**src/rtl/bldc_start_sequencer.sv**
```systemverilog
// BLDC start/stop sequencer: arm, duty ramp, run, controlled ramp-down, fault retry with backoff and lockout.
// Optional build macro START_SEQ_OVERCURRENT_LIMIT_EN adds overcurrent duty limiting in RAMP/RUN.
// Direction encoding: DIR_NONE=2'd0, DIR_CW=2'd1, DIR_CCW=2'd2.
module bldc_start_sequencer #(
  parameter int unsigned clk_freq_hz       = 54_000_000,
  parameter int unsigned pwm_counter_width = 11,
  parameter int unsigned ramp_step_us      = 100,
  parameter int unsigned duty_step         = 4,
  parameter int unsigned arm_us            = 50,
  parameter int unsigned backoff_ms        = 10,
  parameter int unsigned max_retries       = 3
) (
  input  logic                         sys_clk,
  input  logic                         reset_n,
  input  logic                         cmd_start,
  input  logic                         cmd_stop,
  input  logic                         cmd_clear,
  input  logic [1:0]                   direction_in,
  input  logic [pwm_counter_width-1:0] target_duty,
  input  logic                         fault_n,
  input  logic                         overcurrent_n,
  input  logic                         hall_error,
  output logic                         enable,
  output logic [1:0]                   direction,
  output logic [pwm_counter_width-1:0] pwm_duty,
  output logic                         at_target,
  output logic                         lockout,
  output logic [3:0]                   retry_count,
  output logic [2:0]                   seq_state
);

  localparam logic [1:0] DIR_NONE = 2'd0;
  localparam logic [1:0] DIR_CW   = 2'd1;
  localparam logic [1:0] DIR_CCW  = 2'd2;

  localparam int unsigned CYC_PER_US = clk_freq_hz / 1_000_000;
  localparam logic [31:0] TICK_CYC    = 32'(CYC_PER_US * ramp_step_us);
  localparam logic [31:0] ARM_CYC     = 32'(CYC_PER_US * arm_us);
  localparam logic [31:0] BACKOFF_CYC = 32'(CYC_PER_US * backoff_ms * 1000);
  localparam logic [pwm_counter_width-1:0] STEP = pwm_counter_width'(duty_step);
  localparam logic [3:0] MAX_RETRY = 4'(max_retries);

  typedef enum logic [2:0] {
    S_IDLE      = 3'd0,
    S_ARM       = 3'd1,
    S_RAMP      = 3'd2,
    S_RUN       = 3'd3,
    S_RAMP_DOWN = 3'd4,
    S_BACKOFF   = 3'd5,
    S_LOCKOUT   = 3'd6
  } state_t;

  state_t                         state_q, state_d;
  logic [31:0]                    tick_cnt_q, tick_cnt_d;
  logic [31:0]                    wait_cnt_q, wait_cnt_d;
  logic [pwm_counter_width-1:0]   duty_q, duty_d;
  logic [1:0]                     dir_sel_q, dir_sel_d;
  logic [1:0]                     next_dir_q, next_dir_d;
  logic                           rearm_q, rearm_d;
  logic [3:0]                     retry_q, retry_d;
  logic                           enable_q, at_target_q, lockout_q;
  logic [1:0]                     direction_q;
  logic                           active_d, wait_restart, enter_ramp;
  logic                           fault, tick, active_q;

  // Moves cur toward tgt by at most STEP without overshooting tgt.
  function automatic logic [pwm_counter_width-1:0] step_toward(
    input logic [pwm_counter_width-1:0] cur,
    input logic [pwm_counter_width-1:0] tgt
  );
    logic [pwm_counter_width-1:0] r;
    r = tgt;
    if (cur < tgt) begin
      if (tgt - cur > STEP) r = cur + STEP;
    end else if (cur > tgt) begin
      if (cur - tgt > STEP) r = cur - STEP;
    end
    return r;
  endfunction

  function automatic logic dir_valid(input logic [1:0] d);
    return (d == DIR_CW) || (d == DIR_CCW);
  endfunction

  assign fault    = !fault_n || hall_error;
  assign tick     = (tick_cnt_q == TICK_CYC - 32'd1);
  assign active_q = (state_q == S_ARM) || (state_q == S_RAMP) ||
                    (state_q == S_RUN) || (state_q == S_RAMP_DOWN);

`ifdef START_SEQ_OVERCURRENT_LIMIT_EN
  logic oc_active;
  assign oc_active = !overcurrent_n;
`else
  logic unused_overcurrent;
  assign unused_overcurrent = overcurrent_n;
`endif

  always_comb begin
    state_d      = state_q;
    duty_d       = duty_q;
    dir_sel_d    = dir_sel_q;
    next_dir_d   = next_dir_q;
    rearm_d      = rearm_q;
    retry_d      = retry_q;
    wait_restart = 1'b0;
    // Fault outranks every command in the powered states.
    if (active_q && fault) begin
      duty_d  = '0;
      rearm_d = 1'b0;
      retry_d = retry_q + 4'd1;
      state_d = (retry_q + 4'd1 == MAX_RETRY) ? S_LOCKOUT : S_BACKOFF;
    end else begin
      case (state_q)
        S_IDLE: begin
          if (cmd_start && !cmd_stop && !fault && dir_valid(direction_in)) begin
            state_d   = S_ARM;
            dir_sel_d = direction_in;
            retry_d   = '0;
          end
        end
        S_ARM: begin
          if (cmd_stop) state_d = S_RAMP_DOWN;
          else if (wait_cnt_q == ARM_CYC - 32'd1) state_d = S_RAMP;
        end
        S_RAMP: begin
          if (cmd_stop) state_d = S_RAMP_DOWN;
`ifdef START_SEQ_OVERCURRENT_LIMIT_EN
          else if (oc_active) begin
            if (tick) duty_d = step_toward(duty_q, '0);
          end
`endif
          else if (duty_q == target_duty) state_d = S_RUN;
          else if (tick) begin
            duty_d = step_toward(duty_q, target_duty);
            if (duty_d == target_duty) state_d = S_RUN;
          end
        end
        S_RUN: begin
          if (cmd_stop) begin
            state_d = S_RAMP_DOWN;
            rearm_d = 1'b0;
          end
`ifdef START_SEQ_OVERCURRENT_LIMIT_EN
          else if (oc_active) begin
            if (tick) duty_d = step_toward(duty_q, '0);
          end
`endif
          else if (direction_in != dir_sel_q) begin
            state_d    = S_RAMP_DOWN;
            next_dir_d = direction_in;
            rearm_d    = dir_valid(direction_in);
          end else if (target_duty != duty_q) state_d = S_RAMP;
        end
        S_RAMP_DOWN: begin
          if (duty_q == '0) begin
            if (rearm_q) begin
              state_d   = S_ARM;
              dir_sel_d = next_dir_q;
              rearm_d   = 1'b0;
            end else state_d = S_IDLE;
          end else if (tick) duty_d = step_toward(duty_q, '0);
        end
        S_BACKOFF: begin
          if (cmd_stop) state_d = S_IDLE;
          else if (wait_cnt_q == BACKOFF_CYC - 32'd1) begin
            if (!fault) state_d = S_ARM;
            else wait_restart = 1'b1;
          end
        end
        S_LOCKOUT: begin
          if (cmd_clear) begin
            state_d = S_IDLE;
            retry_d = '0;
          end
        end
        default: state_d = S_IDLE;
      endcase
    end

    enter_ramp = (state_d != state_q) &&
                 ((state_d == S_RAMP) || (state_d == S_RAMP_DOWN));
    tick_cnt_d = (enter_ramp || tick) ? 32'd0 : tick_cnt_q + 32'd1;

    if ((state_d != state_q) || wait_restart) wait_cnt_d = 32'd0;
    else if ((state_q == S_ARM) || (state_q == S_BACKOFF)) wait_cnt_d = wait_cnt_q + 32'd1;
    else wait_cnt_d = wait_cnt_q;

    active_d = (state_d == S_ARM) || (state_d == S_RAMP) ||
               (state_d == S_RUN) || (state_d == S_RAMP_DOWN);
  end

  always_ff @(posedge sys_clk or negedge reset_n) begin
    if (!reset_n) begin
      state_q     <= S_IDLE;
      tick_cnt_q  <= '0;
      wait_cnt_q  <= '0;
      duty_q      <= '0;
      dir_sel_q   <= DIR_NONE;
      next_dir_q  <= DIR_NONE;
      rearm_q     <= 1'b0;
      retry_q     <= '0;
      enable_q    <= 1'b0;
      direction_q <= DIR_NONE;
      at_target_q <= 1'b0;
      lockout_q   <= 1'b0;
    end else begin
      state_q     <= state_d;
      tick_cnt_q  <= tick_cnt_d;
      wait_cnt_q  <= wait_cnt_d;
      duty_q      <= duty_d;
      dir_sel_q   <= dir_sel_d;
      next_dir_q  <= next_dir_d;
      rearm_q     <= rearm_d;
      retry_q     <= retry_d;
      enable_q    <= active_d;
      direction_q <= active_d ? dir_sel_d : DIR_NONE;
      at_target_q <= (state_d == S_RUN);
      lockout_q   <= (state_d == S_LOCKOUT);
    end
  end

  assign enable      = enable_q;
  assign direction   = direction_q;
  assign pwm_duty    = duty_q;
  assign at_target   = at_target_q;
  assign lockout     = lockout_q;
  assign retry_count = retry_q;
  assign seq_state   = state_q;

endmodule

```
**config.mk**
```make
export PLATFORM = sky130hd
export DESIGN_NAME = bldc_start_sequencer
export DESIGN_NICKNAME = d
export VERILOG_FILES = /design/src/rtl/bldc_start_sequencer.sv
export SDC_FILE = /design/constraint.sdc
export NUM_CORES = 1
export LEC_CHECK = 0
export ABC_AREA = 0
export ABC_CLOCK_PERIOD_IN_PS = 4030
export BUFFER_PORTS_ARGS = -buffer_cell sky130_fd_sc_hd__clkbuf_2
export CORE_ASPECT_RATIO = 1.1
export CORE_MARGIN = 4
export CORE_UTILIZATION = 30
export CTS_CLUSTER_DIAMETER = 60
export DETAILED_ROUTE_END_ITERATION = 8
export HOLD_SLACK_MARGIN = 0.15
export PLACE_DENSITY = 0.49
export SLEW_MARGIN = 25
export SYNTH_ARGS = -nofsm -noshare
export SYNTH_HDL_FRONTEND = slang
export SYNTH_SLANG_ARGS = --single-unit
export TNS_END_PERCENT = 5
```
**constraint.sdc**
```tcl
create_clock -name sys_clk -period 4.03 [get_ports sys_clk]
set_clock_uncertainty 0.05 [all_clocks]
set_input_delay 0 -clock sys_clk [delete_from_list [all_inputs] [get_ports sys_clk]]
set_output_delay 0 -clock sys_clk [all_outputs]
set_load 0.03 [all_outputs]
```
==> out/metrics.cfg, run 1 <==
[pwr]
p_int_mw = 2.87
p_comb_share_pct = 64.1
power_frac_clock_pct = 15.0
ir_worst_vdd_mv = 0.317
power_frac_seq_pct = 20.9
powerDensity_mw_per_mm2 = 697
p_switching_mw = 3.07
total_leakage_power_nw = 3.62
swShare_pct = 51.7

[placed_design]
gp_congestion = 0.907
place_area_mm2 = 0.00805
port-buffer-count = 42
hpwl_um = 15500

[finish]
layout-drive-gt1-share_pct = 13.6
multiInputGateArea_mm2 = 0.00473
final_nets = 1003
final_design_area_no_fill_mm2 = 0.00851
antennaDiodeCount = 0
final_core_util_pct = 34.9
seq_area_mm2 = 0.00230
area_growth_pct = 14.7
fill_cells = 2567

[cts]
cts_buffer_depth = 2
insertion_delay_ns = 0.36
cts-root-buf = clkbuf_16
postCtsSetupRepairBufs = 0
cts-resized-gates = 0
cts_tree = yes
ctsHtreeMaxLevel = 3
cts_hold_buf = 15
cts.sinks = 92
cts_buffers = 9
clk_pin_slew_ns = 0.08

[critical_path]
cp_slowest_cell = ha_1
crit_type = reg2reg
worst_ep_arrival_time_ns = 4.01
cp_top_family = compound AO/OA/AOI/OAI gates
path_max_fanout = 34
worst-r2r-setup-slack_ns = 0.21
slowest_delay_ns = 0.53
critPathBufInv = 2
cp-end-kind = flip-flop
cp.required_ns = 4.22
worst_path_most_repeated_cell = and3_1
start_kind = flip-flop
crit_chain = ha_1, and3_1, a21bo_2, and3_1, a2111oi_1, buf_4, nand2_1, a221oi_1, a31oi_4, buf_12, mux2_2

[yosys]
synthFlopType = dfrtp_1
synth_area_leaders = dfrtp_1, xnor2_1, ha_1, xor2_1, nor3_1
ys_seq_area_share_pct = 31.0
syn_nets = 956
syn_area_mm2 = 0.00742
synth_edf_count = 0
yosys.area.top_type = dfrtp_1
yosys_warnings = 0
synth_async_sr_flop_share_pct = 100
yosysMostFrequentCell = dfrtp_1
ys_ff_latch = 92
synth_top_area_share_pct = 31.0
syn_inst = 906
yosys-top-cells-count = dfrtp_1, nor2_1, nand2_1
synth_cell_type_count = 70
avgSynthCellArea_um2 = 8.19

[global_routing]
first_global_vias = 6587
antenna_found_initial = 0
grt_usage_pct = 15.4
grt_pass1_wl_um = 34400
grt_max_degree = 68
grt_overflow = 0

[routing]
routedWlPerCell_um = 16.4
dr.pass1.iters = 5
drt_iter0_markers = 391
vias_per_cell = 5.31
drcViolationCount = 0
drtAntennaViolNets = 0
vias = 6736
wl_um = 20900

[sta]
tightest_slew_ns = 0.648
fin_crit_sh_pct = 94.7
hold_violations = 0
rsz0062_at_grt = no
fin_crit_ns = 3.82
fmax_mhz = 262
fin_setup_tns_ns = 0
setup_viol = 0
relSlewSlack_pct = 56.8
slew_violations = 0

[run_status]
run_status = finished clean

[floorplanning]
design.die.area_mm2 = 0.0273
ios = 44
num_rows = 60
core_mm2 = 0.0244
die_y_um = 173
die_w_um = 158
start_util_pct = 30.4

[flow_run]
maxCapViolations = 0

[min_path]
hold_path.class = in2async

==> final timing paths <==
check / start / cells past startpoint / endpoint
max: pwm_duty[8] / 11 / wait_cnt_q[26]
min: reset_n / 2 / wait_cnt_q[20]
max reg2reg: pwm_duty[8] / 11 / wait_cnt_q[26]
min reg2reg: rearm_q / 2 / rearm_q
max in group asynchronous: reset_n / 3 / pwm_duty[5]
min in group sys_clk: target_duty[3] / 4 / pwm_duty[3]
==> area by class of cell <==
type                            count  area share (%)
Clock buffer                        9            2.65
Clock inverter                      7            1.04
Inverter                           44            1.94
Multi-Input combinational cell    719            55.5
Sequential cell                    92            27.0
Tap cell                          310            4.56
Timing Repair Buffer               87            7.24
==> power groups by stage <==
stage	logic, mW	clock network [mW]	registers [mW]
CTS	3.83	0.929	1.24
detailed placement	3.80	0	1.26
global placement	3.82	0	1.26
floorplan	2.61	0	1.37
finish	3.81	0.891	1.24
global route	4.19	0.958	1.26
==> cell families after synthesis <==
logic type,share of synthesized area [%]
compound gates,15.1
xor+xnor,11.3
fa+ha+maj,4.89
buf+inv,5.29
flops,31.0
mux,5.48
simple gates,26.9
==> layer usage <==
layer | track usage, % | vias up | wire length (um)
met3 | 2.33 | 28 | 642
met2 | 25.4 | 120 | 10000
met5 | 0 | - | 0
met1 | 20.6 | 3235 | 9720
met4 | 4.80 | 0 | 480
li1 | - | 3353 | -
==> state kept, by name, summed over array words and instances (netlist names) <==
name	cells
tick_cnt_q	32
wait_cnt_q	32
retry_count	4
rearm_q	1
direction	2
next_dir_q	2
enable	1
seq_state	3
pwm_duty	11
lockout	1
dir_sel_q	2
at_target	1
==> layout by cell type, fill, tap and decap left out, drive strengths merged, types with 15 or more instances in the layout <==
master       count
dfrtp           92
nor2            80
nand2           72
nor3            61
xnor2           55
clkbuf          50
inv             46
nand3           44
xor2            40
o21ai           36
a21oi           35
nand4           33
buf             31
ha              29
mux2            21
nor4            19
and3            18
mux2i           17
dlygate4sd3     15
==> per-stage QoR <==
step	hold slack, ns	cells	total power [mW]	setup WS (ns)
after floorplan	-0.346	906	3.98	0.424
after global placement	0.146	1237	5.08	0.250
after detailed placement	0.156	1237	5.06	0.283
after CTS	0.195	1268	6.00	0.259
after global routing	0.223	1268	6.41	0.0858
final	0.178	1268	5.94	0.214
Power figures use the tool's default switching activity.
==> inputs of run 2 (changes only) <==
--- a/config.mk
+++ b/config.mk
@@ -5,7 +5,7 @@
 export SDC_FILE = /design/constraint.sdc
 export NUM_CORES = 1
 export LEC_CHECK = 0
-export ABC_AREA = 0
+export ABC_AREA = 1
 export ABC_CLOCK_PERIOD_IN_PS = 4030
 export BUFFER_PORTS_ARGS = -buffer_cell sky130_fd_sc_hd__clkbuf_2
 export CORE_ASPECT_RATIO = 1.1
==> run 2 against run 1 <==
Setup slack gained 0.0019 ns; synthesized area shrank 4.1%; sequential share of layout area shrank 0.68 points; combinational power up 5.8%; sequential power down 3%; register-to-register slack about the same; highest routed layer unchanged.
==> out/metrics.cfg, run 2 <==
[floorplanning]
start_util_pct = 30.8
num_rows = 58
ios = 44
core_mm2 = 0.0231
design.die.area_mm2 = 0.0262
die_y_um = 170
die_w_um = 155

[finish]
most-common-layout-cells = nand2_1, inv_1, nor2_1, nand3_1, dfrtp_1
layout-drive-gt1-share_pct = 17.2
antennaDiodeCount = 0
stdcell_count = 1440
layout_commonest_cell = nand2_1
fill_cells = 2524
final_nets = 1185
final_core_util_pct = 37.9
area_growth_pct = 23.0

[global_routing]
antenna_found_initial = 0
first_global_vias = 6602
grt_usage_pct = 15.0
grt_max_degree = 65
grt_overflow = 0
grt_pass1_wl_um = 32400

[critical_path]
r2r_cells = 28
crit_type = reg2reg
worst_ep_arrival_time_ns = 4.01
start_kind = flip-flop
cp-end-kind = flip-flop
path_max_fanout = 8
worst_path_most_repeated_cell = nand2_1
cp.required_ns = 4.22
cp_slowest_cell = dfrtp_2
worst-r2r-setup-slack_ns = 0.22
slowest_delay_ns = 0.45

[placed_design]
placedCellCount = 1406
hpwl_um = 15100
gp_congestion = 0.848
port-buffer-count = 42
pre_cts_slack_ns = -0.00810

[yosys]
yosys.area.top_type = dfrtp_1
yosysMostFrequentCell = nand2_1
synth_area_leaders = dfrtp_1, nand2_1, nand3_1, inv_1, nor2_1
synth_top_area_share_pct = 32.4
syn_nets = 1092
synthFlopType = dfrtp_1
ys_ff_latch = 92
syn_area_mm2 = 0.00712
yosys_warnings = 0
synth_edf_count = 0
syn_inst = 1042
ys_seq_area_share_pct = 32.4
synth_async_sr_flop_share_pct = 100
synth_cell_type_count = 49
avgSynthCellArea_um2 = 6.83
yosys-top-cells-count = nand2_1, inv_1, nor2_1

[routing]
drt_iter0_markers = 357
routedWlPerCell_um = 14.0
drcViolationCount = 0
vias_per_cell = 4.79
dr.pass1.iters = 5
drtAntennaViolNets = 0
wl_um = 20100
vias = 6895

[cts]
clk_pin_slew_ns = 0.07
ctsHtreeMaxLevel = 3
insertion_delay_ns = 0.36
cts_buffer_depth = 2
cts-root-buf = clkbuf_16
cts_tree = yes
cts_buffers = 9
cts.sinks = 92

[sta]
relSlewSlack_pct = 43.6
layout_setup_ws_ns = 0.216
hold_violations = 0
hold_ws_ns = 0.179
fin_crit_ns = 3.81
fmax_mhz = 262
slew_violations = 0
tightest_slew_ns = 0.846
setup_viol = 0
rsz0062_at_grt = yes
fin_crit_sh_pct = 94.6

[min_path]
worstHoldPathCells = 6
hold_path.class = in2reg

[pwr]
powerDensity_mw_per_mm2 = 703
total_leakage_power_nw = 4.08
ir_worst_vdd_mv = 0.405
finalPower_mw = 6.16

[flow_run]
maxCapViolations = 0

[run_status]
run_status = finished clean

[run 2: cell types whose count changed after synthesis, moves of 13 or more]
cell | before | now
nor2_2 | 0 | 24
nand2_1 | 72 | 237
nand3_1 | 44 | 119
mux2i_1 | 17 | 1
nor2_1 | 80 | 138
xnor2_1 | 55 | 12
xor2_1 | 39 | 52
and3_1 | 18 | 0
a21oi_1 | 34 | 18
mux2_2 | 21 | 0
clkbuf_1 | 34 | 4
inv_1 | 43 | 148
nor3_1 | 61 | 23
[run 2: repair_timing]
action                                  4_1_cts  5_1_grt
hold endpoints to repair                     67        0
buffers inserted                              0        6
pin swaps                                     0       14
gates cloned                                  0        6
endpoints found under the setup margin       26       67
hold buffers                                  6        0
gates resized for setup                       2       67
[run 2: final timing paths]
check,from,endpoint
hold / removal,target_duty[10],pwm_duty[10]
max in group asynchronous,reset_n,wait_cnt_q[20]
hold reg to reg,tick_cnt_q[0],tick_cnt_q[0]
min in group asynchronous,reset_n,tick_cnt_q[11]
setup reg to reg,pwm_duty[2],tick_cnt_q[6]
setup / recovery,pwm_duty[2],tick_cnt_q[6]
[run 2: where the power goes]
| group | switching (mW) | internal [mW] |
|---|---|---|
| Clock | 0.377 | 0.544 |
| Combinational | 2.46 | 1.58 |
| Sequential | 0.137 | 1.06 |
| Total | 2.97 | 3.19 |
[run 2: metrics by stage]
| step | instance area, um^2 | TNS [ns] |
|---|---|---|
| 2_1_floorplan | 7120 | 0 |
| 3_3_place_gp | 7910 | -0.0515 |
| 3_5_place_dp | 7910 | -0.00810 |
| 4_1_cts | 8300 | 0 |
| 5_1_grt | 8750 | -2.86 |
| 6_report | 8750 | 0 |
[run 2: kinds of logic (layout without fill, tap and decap cells)]
kind of cell	after synthesis	after routing	share of synthesized area, %
AOI/OAI and AO/OA	85	85	7.02
xor gates and xnor gates	64	64	7.88
adders and majority gates	29	29	5.10
buffers and inverters	171	268	9.79
DFF	92	92	32.4
muxes	1	1	0.141
and+or+nand+nor	600	601	37.7
[run 2: final cells by class]
cell class              count  area (um^2)  share of cell area [%]
clock inverters             6         88.8                    1.02
flip-flops and latches     92         2310                    26.4
inverters                 151          571                    6.52
multi-input cells         780         4370                    50.0
repair buffers            101          807                    9.22
well taps                 300          375                    4.29
clock buffers              10          229                    2.62
[run 2: per-layer routing]
layer	part of all wire (%)	wire, um	up-vias	track usage [%]
met5	0	0	-	0
met4	2.3	469	0	5.80
met3	2.7	536	34	1.63
met2	45	9040	120	23.9
met1	50	10000	3193	20.9
li1	-	-	3548	-
[run 2: critical path, delay by kind of cell, from the launching register on]
family / cells / cell delay, ns
simple gates: 22 / 2.28
fa+ha+maj: 1 / 0.32
flops: 1 / 0.45
buf+inv: 5 / 0.62
==> inputs of run 3 (changes only) <==
--- a/config.mk
+++ b/config.mk
@@ -15,6 +15,7 @@
 export DETAILED_ROUTE_END_ITERATION = 8
 export HOLD_SLACK_MARGIN = 0.15
 export PLACE_DENSITY = 0.49
+export RECOVER_POWER = 25
 export SLEW_MARGIN = 25
 export SYNTH_ARGS = -nofsm -noshare
 export SYNTH_HDL_FRONTEND = slang
==> run 3 against run 2 <==
The run now ends with capacitance limit, slew limit left; maximum frequency decreased by 0.43%; non-clock buffer count unchanged; setup slack worse by 0.016 ns; via count is 0.28% lower; register-to-register slack worse by 0.02 ns; routed wire length hardly changed; combinational power barely moved; sequential share of layout area about the same; utilization shrank 0.060 points; critical path depth is the same.
==> out/metrics.cfg, run 3 (synthesis gave the netlist of run 2 again) <==
[run_status]
run_status = finished with violations
violations = capacitance limit, slew limit

[placed_design]
port-buffer-count = 42
gp_congestion = 0.848
hpwl_um = 15100

[routing]
drt_iter0_markers = 392
drtAntennaViolNets = 0
vias_per_cell = 4.78
routedWlPerCell_um = 14.0
drcViolationCount = 0
vias = 6876
wl_um = 20100
dr.pass1.iters = 5

[global_routing]
grtUsageMet1_pct = 20.9
gr-usage-met3_pct = 1.63
grt_overflow = 0
first_global_vias = 6602
grt_max_degree = 65
antenna_found_initial = 0
top_usage_layer = met2
grt_pass1_wl_um = 32400
grt.met2_usage_pct = 23.9
grt_usage_pct = 15.0

[finish]
antennaDiodeCount = 0
layout_commonest_cell = nand2_1
fill_cells = 2528
final_nets = 1185
multiInputGateArea_mm2 = 0.00437
most-common-layout-cells = nand2_1, inv_1, nor2_1, nand3_1, dfrtp_1
layout-drive-gt1-share_pct = 16.4
seq_area_mm2 = 0.00231
area_growth_pct = 22.8

[pwr]
p_int_mw = 3.18
total_leakage_power_nw = 4.05
finalPower_mw = 6.15
swShare_pct = 48.3
p_comb_share_pct = 65.5
powerDensity_mw_per_mm2 = 703
p_switching_mw = 2.97
power_frac_clock_pct = 15.0
ir_worst_vdd_mv = 0.405
power_frac_seq_pct = 19.5

[critical_path]
worst_ep_arrival_time_ns = 4.02
cp_slowest_cell = dfrtp_2
crit_type = reg2reg
worst_path_most_repeated_cell = nand2_1
path_max_fanout = 8
cp.required_ns = 4.22
slowest_delay_ns = 0.45
cp-end-kind = flip-flop
start_kind = flip-flop

[cts]
clk_pin_slew_ns = 0.07
insertion_delay_ns = 0.36
cts.sinks = 92
cts_buffer_depth = 2
cts_buffers = 9
cts_tree = yes
ctsHtreeMaxLevel = 3
cts-root-buf = clkbuf_16

[sta]
relSlewSlack_pct = -10.3
fin_setup_tns_ns = 0
fmax_mhz = 261
rsz0062_at_grt = yes
fin_crit_ns = 3.83
slew_violations = 65
tightest_slew_ns = 1.65
setup_viol = 0
hold_violations = 0
fin_crit_sh_pct = 95.0

[min_path]
hold_path.class = in2reg

[floorplanning]
design.die.area_mm2 = 0.0262
start_util_pct = 30.8
die_y_um = 170
die_w_um = 155
core_mm2 = 0.0231
ios = 44
num_rows = 58

[flow_run]
maxCapViolations = 1

[run 3: what timing repair did]
item / in CTS / in global routing
endpoints found under the hold margin: 67 / 0
endpoints found under the setup margin: 26 / 67
gates resized for setup: 2 / 67
gates cloned: 0 / 6
pin swaps: 0 / 14
buffers inserted: 0 / 6
hold buffers: 6 / 0
[run 3: path summary, 6_finish.rpt]
path                                 start             end  slack, ns  cells past startpoint
setup / recovery               pwm_duty[2]   tick_cnt_q[3]       0.20                     28
max in group asynchronous          reset_n     pwm_duty[8]       2.15                      3
hold / removal             target_duty[10]    pwm_duty[10]       0.18                      6
min in group asynchronous          reset_n  tick_cnt_q[14]       0.56                      2
setup reg to reg               pwm_duty[2]   tick_cnt_q[3]       0.20                     28
hold reg to reg              tick_cnt_q[0]   tick_cnt_q[0]       0.43                      1
[run 3: power by group through the flow]
stage / Sequential [mW] / Combinational [mW] / Clock (mW)
2_1_floorplan: 1.36 / 2.17 / 0
3_3_place_gp: 1.20 / 3.37 / 0
3_5_place_dp: 1.20 / 3.37 / 0
4_1_cts: 1.18 / 3.40 / 0.950
5_1_grt: 1.22 / 4.44 / 0.982
6_report: 1.20 / 4.03 / 0.919
[run 3: routing by layer]
| metal | vias up | part of all wire (%) |
|---|---|---|
| met5 | - | 0 |
| met4 | 0 | 2.3 |
| met3 | 34 | 2.9 |
| met2 | 119 | 45 |
| met1 | 3174 | 50 |
| li1 | 3549 | - |
[run 3: worst max-delay path: cells and delay by family (launching register included)]
| kind | cells | cell delay [ns] |
|---|---|---|
| and+or+nand+nor | 22 | 2.29 |
| DFF | 1 | 0.45 |
| buffers and inverters | 5 | 0.62 |
| adders and majority gates | 1 | 0.32 |
[run 3: through the flow]
stage	setup slack [ns]	hold WS (ns)	std cells	cell area (um^2)	utilization (%)
3_3_place_gp	-0.0104	0.134	1406	7910	34.3
2_1_floorplan	0.571	-0.346	1042	7120	-
6_report	0.200	0.180	1440	8740	37.9
4_1_cts	0.0622	0.176	1428	8300	36.0
3_5_place_dp	-0.00810	0.132	1406	7910	34.3
5_1_grt	-0.0919	0.212	1440	8740	37.9
[run 3: cell type report]
type                    instances  area share (%)
clock inverters                 6            1.02
flip-flops and latches         92            26.4
inverters                     151            6.53
well taps                     300            4.30
multi-input cells             780            50.1
clock buffers                  10            2.62
repair buffers                101            9.08
